`src/rtl/id_stage.sv`:
```
// id_stage: RV32I decode stage with IF/ID latch, regfile, load-use hazard detection and ID/EX register.
// Optional macro ID_RF_BYPASS_EN enables write-through bypass of same-cycle writeback on register reads.
module id_stage #(
  parameter int XLEN = 32,
  parameter int NREG = 32
) (
  input  logic            clk,
  input  logic            rst,
  input  logic [XLEN-1:0] if_pc,
  input  logic [31:0]     if_instr,
  input  logic [XLEN-1:0] if_pc_plus4,
  input  logic            flush,
  input  logic            wb_we,
  input  logic [4:0]      wb_rd,
  input  logic [XLEN-1:0] wb_data,
  output logic            hazard_stall,
  output logic            ex_valid,
  output logic [XLEN-1:0] ex_pc,
  output logic [XLEN-1:0] ex_pc_plus4,
  output logic [XLEN-1:0] ex_rs1_data,
  output logic [XLEN-1:0] ex_rs2_data,
  output logic [XLEN-1:0] ex_imm,
  output logic [4:0]      ex_rs1,
  output logic [4:0]      ex_rs2,
  output logic [4:0]      ex_rd,
  output logic [6:0]      ex_opcode,
  output logic [2:0]      ex_funct3,
  output logic            ex_funct7b5,
  output logic            ex_reg_write,
  output logic            ex_mem_read,
  output logic            ex_mem_write,
  output logic            ex_branch,
  output logic            ex_jump,
  output logic            ex_alu_src
);
  typedef struct packed {
    logic            valid;
    logic [XLEN-1:0] pc;
    logic [XLEN-1:0] pc4;
    logic [XLEN-1:0] rs1_data;
    logic [XLEN-1:0] rs2_data;
    logic [XLEN-1:0] imm;
    logic [4:0]      rs1;
    logic [4:0]      rs2;
    logic [4:0]      rd;
    logic [6:0]      opcode;
    logic [2:0]      funct3;
    logic            funct7b5;
    logic            reg_write;
    logic            mem_read;
    logic            mem_write;
    logic            branch;
    logic            jump;
    logic            alu_src;
  } idex_t;
  logic [31:0]     fd_instr_q, fd_instr_d;
  logic [XLEN-1:0] fd_pc_q, fd_pc_d, fd_pc4_q, fd_pc4_d;
  logic            fd_valid_q, fd_valid_d;
  logic [XLEN-1:0] rf_q [NREG];
  idex_t           idex_q, idex_d;
  logic [6:0]      opc;
  logic [4:0]      rs1, rs2, rd;
  logic            is_r, is_opi, is_ld, is_st, is_br, is_jal, is_jalr, is_lui, is_auipc, known;
  logic            use1, use2, bubble;
  logic [XLEN-1:0] imm, rs1_data, rs2_data;
  assign opc      = fd_instr_q[6:0];
  assign rd       = fd_instr_q[11:7];
  assign rs1      = fd_instr_q[19:15];
  assign rs2      = fd_instr_q[24:20];
  assign is_r     = opc == 7'b0110011;
  assign is_opi   = opc == 7'b0010011;
  assign is_ld    = opc == 7'b0000011;
  assign is_st    = opc == 7'b0100011;
  assign is_br    = opc == 7'b1100011;
  assign is_jal   = opc == 7'b1101111;
  assign is_jalr  = opc == 7'b1100111;
  assign is_lui   = opc == 7'b0110111;
  assign is_auipc = opc == 7'b0010111;
  assign known    = is_r | is_opi | is_ld | is_st | is_br | is_jal | is_jalr | is_lui | is_auipc;
  assign use1     = is_r | is_opi | is_ld | is_st | is_br | is_jalr;
  assign use2     = is_r | is_st | is_br;
  always_comb begin
    imm = (is_opi | is_ld | is_jalr) ? {{(XLEN-12){fd_instr_q[31]}}, fd_instr_q[31:20]} :
          is_st ? {{(XLEN-12){fd_instr_q[31]}}, fd_instr_q[31:25], fd_instr_q[11:7]} :
          is_br ? {{(XLEN-12){fd_instr_q[31]}}, fd_instr_q[7], fd_instr_q[30:25], fd_instr_q[11:8], 1'b0} :
          (is_lui | is_auipc) ? {{(XLEN-32){fd_instr_q[31]}}, fd_instr_q[31:12], 12'b0} :
          is_jal ? {{(XLEN-20){fd_instr_q[31]}}, fd_instr_q[19:12], fd_instr_q[20], fd_instr_q[30:21], 1'b0} :
          '0;
  end
`ifdef ID_RF_BYPASS_EN
  assign rs1_data = (rs1 == 5'd0) ? '0 : (wb_we && wb_rd == rs1) ? wb_data : rf_q[rs1];
  assign rs2_data = (rs2 == 5'd0) ? '0 : (wb_we && wb_rd == rs2) ? wb_data : rf_q[rs2];
`else
  assign rs1_data = (rs1 == 5'd0) ? '0 : rf_q[rs1];
  assign rs2_data = (rs2 == 5'd0) ? '0 : rf_q[rs2];
`endif
  assign hazard_stall = !rst && !flush && idex_q.valid && idex_q.mem_read && idex_q.rd != 5'd0 && fd_valid_q &&
                        ((use1 && idex_q.rd == rs1) || (use2 && idex_q.rd == rs2));
  always_comb begin
    fd_instr_d = (rst || flush) ? '0 : hazard_stall ? fd_instr_q : if_instr;
    fd_valid_d = (rst || flush) ? 1'b0 : hazard_stall ? fd_valid_q : (if_instr != 32'd0);
    fd_pc_d    = rst ? '0 : hazard_stall ? fd_pc_q : if_pc;
    fd_pc4_d   = rst ? '0 : hazard_stall ? fd_pc4_q : if_pc_plus4;
  end
  // Unrecognised opcodes leave ID/EX as a full bubble, same as a killed slot.
  assign bubble = rst || flush || hazard_stall || !fd_valid_q || !known;
  always_comb begin
    idex_d = '0;
    if (!bubble) begin
      idex_d.valid     = 1'b1;
      idex_d.pc        = fd_pc_q;
      idex_d.pc4       = fd_pc4_q;
      idex_d.rs1_data  = rs1_data;
      idex_d.rs2_data  = rs2_data;
      idex_d.imm       = imm;
      idex_d.rs1       = rs1;
      idex_d.rs2       = rs2;
      idex_d.rd        = rd;
      idex_d.opcode    = opc;
      idex_d.funct3    = fd_instr_q[14:12];
      idex_d.funct7b5  = fd_instr_q[30];
      idex_d.reg_write = !(is_st || is_br) && rd != 5'd0;
      idex_d.mem_read  = is_ld;
      idex_d.mem_write = is_st;
      idex_d.branch    = is_br;
      idex_d.jump      = is_jal || is_jalr;
      idex_d.alu_src   = !(is_r || is_br);
    end
  end
  always_ff @(posedge clk) begin
    fd_instr_q <= fd_instr_d;
    fd_valid_q <= fd_valid_d;
    fd_pc_q    <= fd_pc_d;
    fd_pc4_q   <= fd_pc4_d;
    idex_q     <= idex_d;
    if (wb_we && wb_rd != 5'd0) rf_q[wb_rd] <= wb_data;
  end
  assign ex_valid     = idex_q.valid;
  assign ex_pc        = idex_q.pc;
  assign ex_pc_plus4  = idex_q.pc4;
  assign ex_rs1_data  = idex_q.rs1_data;
  assign ex_rs2_data  = idex_q.rs2_data;
  assign ex_imm       = idex_q.imm;
  assign ex_rs1       = idex_q.rs1;
  assign ex_rs2       = idex_q.rs2;
  assign ex_rd        = idex_q.rd;
  assign ex_opcode    = idex_q.opcode;
  assign ex_funct3    = idex_q.funct3;
  assign ex_funct7b5  = idex_q.funct7b5;
  assign ex_reg_write = idex_q.reg_write;
  assign ex_mem_read  = idex_q.mem_read;
  assign ex_mem_write = idex_q.mem_write;
  assign ex_branch    = idex_q.branch;
  assign ex_jump      = idex_q.jump;
  assign ex_alu_src   = idex_q.alu_src;
endmodule

```
`config.mk`:
```
export PLATFORM = sky130hd
export DESIGN_NAME = id_stage
export DESIGN_NICKNAME = d
export VERILOG_FILES = /design/src/rtl/id_stage.sv
export SDC_FILE = /design/constraint.sdc
export NUM_CORES = 2
export LEC_CHECK = 0
export ABC_AREA = 1
export CAP_MARGIN = 20
export CORE_ASPECT_RATIO = 1.25
export CORE_MARGIN = 1.5
export CORE_UTILIZATION = 50
export CTS_CLUSTER_SIZE = 10
export DETAILED_ROUTE_END_ITERATION = 12
export GPL_ROUTABILITY_DRIVEN = 0
export PLACE_DENSITY = 0.76
export SYNTH_ARGS = -nofsm -noshare
export SYNTH_HDL_FRONTEND = slang
export SYNTH_SLANG_ARGS = --single-unit
```
`constraint.sdc`:
```
create_clock -name clk -period 6.7 [get_ports clk]
set_input_delay 1.34 -clock clk [delete_from_list [all_inputs] [get_ports clk]]
set_output_delay 1.34 -clock clk [all_outputs]
set_load 0.01 [all_outputs]
```
After elaboration in Yosys (flattened, before gate mapping)
Memory sizes are Yosys's and may differ from the RTL's. A register that Yosys moved wholly into a read port is not among the register bits.
Cells that the tools add are included.
{"block": "totals", "mem_count": 1, "mem_bits_rw": 1024, "register_bits": 290, "input_bits": 137, "out_inout_bits": 194, "word_cells": 94}
{"block": "op_classes", "bitwise": 14, "n_eq_ne": 11, "reduce_logical": 32, "n_mux": 14}
{"memory": "rf_q", "words": 32, "word_bits": 32, "rd": 2, "rd_clocked_by_memory_dff": 2, "write_ports": 1, "line": "59", "rtl": "logic [XLEN-1:0] rf_q [NREG];"}
{"operator": "$mux W32", "n": 7}
{"operator": "$mux W193", "n": 1}
{"operator": "$reduce_bool A32 Y1", "n": 1}
{"operator": "$eq A7 B6 Y1 const B", "n": 3}
{"operator": "$eq A7 B7 Y1 const B", "n": 3}
{"operator": "$mux W5", "n": 4}
{"operator": "$reduce_bool A5 Y1", "n": 3}
{"operator": "$eq A7 B5 Y1 const B", "n": 2}
{"operator": "$or A1 B1 Y1", "n": 14}
{"operator": "$eq A5 B5 Y1", "n": 2}
{"operator": "$logic_and A1 B1 Y1", "n": 10}
{"operator": "$logic_not A5 Y1", "n": 2}
{"operator": "$logic_or A1 B1 Y1", "n": 8}
{"operator": "$eq A7 B2 Y1 const B", "n": 1}
{"operator": "$logic_not A1 Y1", "n": 6}
{"operator": "$reduce_or A2 Y1", "n": 2}
{"operator": "$mux W1", "n": 2}

Logic depth before layout (Yosys ltp)
{"block": "logic_depth", "depth_word": 13, "depth_mapped": 13, "ltp_nobuf": 12}

Worst setup path before layout
No wires, ideal clock.
{"block": "synth_path", "path_type": "input port to flip-flop", "startpoint": "in wb_rd[2]", "endpoint": "mem rf_q[19][0], enable pin", "setup_slack_ps": 1513, "setup_ps": 505, "path_buffers": 1, "t_required_ps": 6195, "path_stages": 2, "arrival_time_ps": 4682, "path_cell_list": "clkbuf_1 -> nor4_1"}
{"block": "synth_via", "elab_chain_len": 4}
{"item": "from (decl)", "line": "14", "rtl": "input logic [4:0] wb_rd,"}
{"item": "$reduce_bool A5 Y1", "line": "136", "rtl": "if (wb_we && wb_rd != 5'd0) rf_q[wb_rd] <= wb_data;"}
{"item": "$logic_and A1 B1 Y1", "line": "136"}
{"item": "$mux W1", "line": "136"}
{"item": "$mux W1 (not written as such)", "line": "136"}
{"item": "to (decl)", "line": "59"}
Parallel ways exist; a longest one is shown, timed or not.

Worst setup path after layout
{"block": "layout_path", "startpoint": "in rst", "endpoint": "out hazard_stall"}
{"block": "layout_via", "elab_chain_len": 7}
{"item": "from (decl)", "line": "8", "rtl": "input logic rst,"}
{"item": "$logic_not A1 Y1", "line": "97", "rtl": "assign hazard_stall = !rst && !flush && idex_q.valid && idex_q.mem_read && idex_q.rd != 5'd0 && fd_valid_q &&"}
{"item": "$logic_and A1 B1 Y1 (6 in series)", "line": "97"}
{"item": "to (decl)", "line": "16", "rtl": "output logic hazard_stall,"}
Every way passes these cells.

==> results.txt <==
Outcome = completed
Synth Instances = 6,297
Leak Pwr = 24.1 nW
Critical Path Sink Type = primary output
Arr. time, crit path = 3.83 ns
Die width = 314 um
Port Buf Inserts = 330
Starting DRT DRC Count = 8,205
Setup tns final = 0 ns
Count of final setup violators = 0
Synth Cell Area = 60,500 um2
Fin nets = 6,544
Clk slew on worst S/H paths = 0.05 ns
Syn_area_per_cell = 9.61 um2
Area Overhead vs Synth = 14.7%
CP endpoint = hazard_stall
Worst Skew = 0.0264 ns
Setup slack, reg-to-reg = 3.15 ns
Top cells by area, synth = edfxtp_1, dfxtp_1, nand3_1, o211ai_1, nand2_1
Inserted Clock Buffers = 152
Part of the cycle the worst path needs = 0.772
Netlist cell types = 32
Total of max-cap violations = 0
Hold WS = 0.433 ns
Worst-skew pair later-pin latency = 0.78 ns
Initial core utilization = 0.504
Top Ports = 331
XOR/XNOR Fraction of Synth Area = 0.000145
Core area = 120,000 um2
Worst slew margin relative to its limit = 0.176
Reg2reg end = ex_pc_plus4[22]
Crit. Startpoint = rst
First-pass GRT wire length = 287,000 um
Hold buffer count at CTS = 0
Fin crit period = 5.17 ns
Worst R2R Start = ex_rd[1]
Crit-path max FO = 32
Setup CP Type = in2out
Fraction of layout cells with a size suffix above 1 = 0.0545
Root Buffer = clkbuf_16
H-tree depth = 4
Drt via density = 6.28
Synth Area in Simple Gates = 0.160
Compound-gate portion of the synthesized area = 0.155
First drt pass iteration count = 8
Post-route ant nets = 0
Register bit count reported by yosys = 1,324
Largest net degree at the start of global routing = 266
Peak supply drop = 0.266 mV
Total wire length = 195,000 um
Power per Cell Area = 257 nW/um2
Post-CTS Setup Bufs = 0
Synth warn = 0
Worst-Margin Slew = 1.24 ns
Drt wl/cell = 24.2 um
Commonest cells after routing, fill and taps aside = edfxtp_1, nand3_1, nand2_1
Die Span Y = 392 um
Number of gates resized after cts = 0
RSZ-0062 raised after global routing = false
DR vias = 50,656
Max Slew Vio Count = 0
Seq/Total Area, Yosys = 0.608
Number of global-route vias before repair = 47,890
Biggest area consumer among synthesized cells = edfxtp_1
CTS tree = done
Worst min-delay path class = reg2reg
Most common cell after layout, fill and taps aside = edfxtp_1
Cell Area, Placed = 64,700 um2
# DRC = 0
FP Rows = 142
Largest family of logic cells by synthesized area = simple AND/OR/NAND/NOR gates
Post-synth top area share = 0.508
Mux share of post-synthesis cell area = 0
CP Data Required Time = 5.36 ns
Clock tree buffer depth = 3
Initial antenna violation count = 12
Post-Synth Adder-Cell Area = 0
Crit path launch type = input pin
Endpoints failing hold = 0
Reg2Reg Depth = 12
GRT Util Overall = 0.308
HPWL after DPL = 109,000 um
Cell area after layout = 69,400 um2
FMAX = 193 MHz
Die ar. = 123,000 um2
Grt total ovfl = 0
Sink Count = 1,324
-- Yosys cell counts --
| cell | n |
|---|---|
| nand3b_1 | 6 |
| buf_6 | 6 |
| a22oi_1 | 4 |
| nand3_2 | 1 |
| clkbuf_1 | 174 |
| inv_2 | 16 |
| nand2_2 | 3 |
| a21oi_1 | 577 |
| buf_4 | 10 |
| nor2_2 | 9 |
| conb_1 | 1 |
| nand4_1 | 11 |
| nand2_1 | 807 |
| xnor2_1 | 1 |
| edfxtp_1 | 1024 |
| o22ai_1 | 1 |
| nand2_4 | 1 |
| a31oi_2 | 1 |
| o21ai_1 | 2 |
| o211ai_1 | 525 |
| nor2_4 | 1 |
| buf_1 | 91 |
| nor2_1 | 381 |
| o21ai_2 | 1 |
| nand3_4 | 1 |
| inv_1 | 636 |
| buf_2 | 224 |
| o21ai_0 | 494 |
| dfxtp_1 | 300 |
| nor4_1 | 9 |
| nand3_1 | 971 |
| nor3_1 | 8 |
-- where the power goes --
group | internal [W] | switching, W
Sequential | 0.00896 | 0.0000769
Combinational | 0.000398 | 0.000921
Clock | 0.00425 | 0.00326
Total | 0.0136 | 0.00426
-- critical path: stages --
cell,delay [ns]
clkdlybuf4s50_1,0.54
nor2_2,0.13
buf_4,0.36
nand4_1,0.21
a31oi_4,0.20
nand2_2,0.32
inv_1,0.16
clkdlybuf4s50_1,0.54
-- kinds of logic (layout without fill, tap and decap cells) --
family	after synthesis	after routing
XOR/XNOR	1	1
flip-flops	1324	1324
AND/OR/NAND/NOR	2209	2209
AO/OA/AOI/OAI	1605	1605
buffers and inverters	1157	1301
other	1	40
-- worst min-delay path by stage --
stage                  from         endpoint  slack (ns)  cells after the start
2_1_floorplan    fd_pc_q[0]         ex_pc[0]        0.42                      2
3_3_place_gp    fd_pc_q[22]        ex_pc[22]        0.42                      2
3_5_place_dp   fd_pc4_q[30]  ex_pc_plus4[30]        0.43                      2
4_1_cts        fd_pc4_q[15]  ex_pc_plus4[15]        0.43                      2
5_1_grt        fd_pc4_q[15]  ex_pc_plus4[15]        0.45                      2
6_report        fd_pc_q[22]        ex_pc[22]        0.43                      2
-- layout make-up --
type	count	area (um2)
Antenna cell	8	20.0
Clock buffer	202	4050
Clock inverter	17	248
Fill cell	9770	50500
Inverter	652	2460
Multi-Input combinational cell	3847	19400
Sequential cell	1324	36800
Tap cell	1584	1980
Timing Repair Buffer	430	4480
-- layer usage --
metal	routed length, um	share of wire	GRT usage	vias to the layer above
met5	31	0.00016	0	-
met4	11400	0.059	0.188	4
met3	23600	0.12	0.0642	726
met2	90600	0.46	0.490	3862
met1	69800	0.36	0.385	23747
li1	-	-	-	22317
-- sequential cells by signal, summed over array words and instances (netlist names), 3 cells and up, named ones only --
register and flops:
ex_funct3 3, ex_imm 32, ex_opcode 7, ex_pc 32, ex_pc_plus4 32, ex_rd 5
ex_rs1 5, ex_rs1_data 32, ex_rs2 5, ex_rs2_data 32, fd_instr_q 32, fd_pc4_q 32
fd_pc_q 32, rf_q 1024
-- stage by stage --
| stage | cells | util | setup slack (ns) | total power [W] |
|---|---|---|---|---|
| floorplan | 6328 | - | 1.51 | 0.00992 |
| global placement | 7818 | 0.539 | 1.55 | 0.0104 |
| detailed placement | 7820 | 0.539 | 1.53 | 0.0105 |
| CTS | 8039 | 0.575 | 1.53 | 0.0178 |
| global route | 8062 | 0.579 | 1.43 | 0.0183 |
| finish | 8064 | 0.579 | 1.53 | 0.0179 |
No activity file was read; power rests on OpenSTA's default activity.
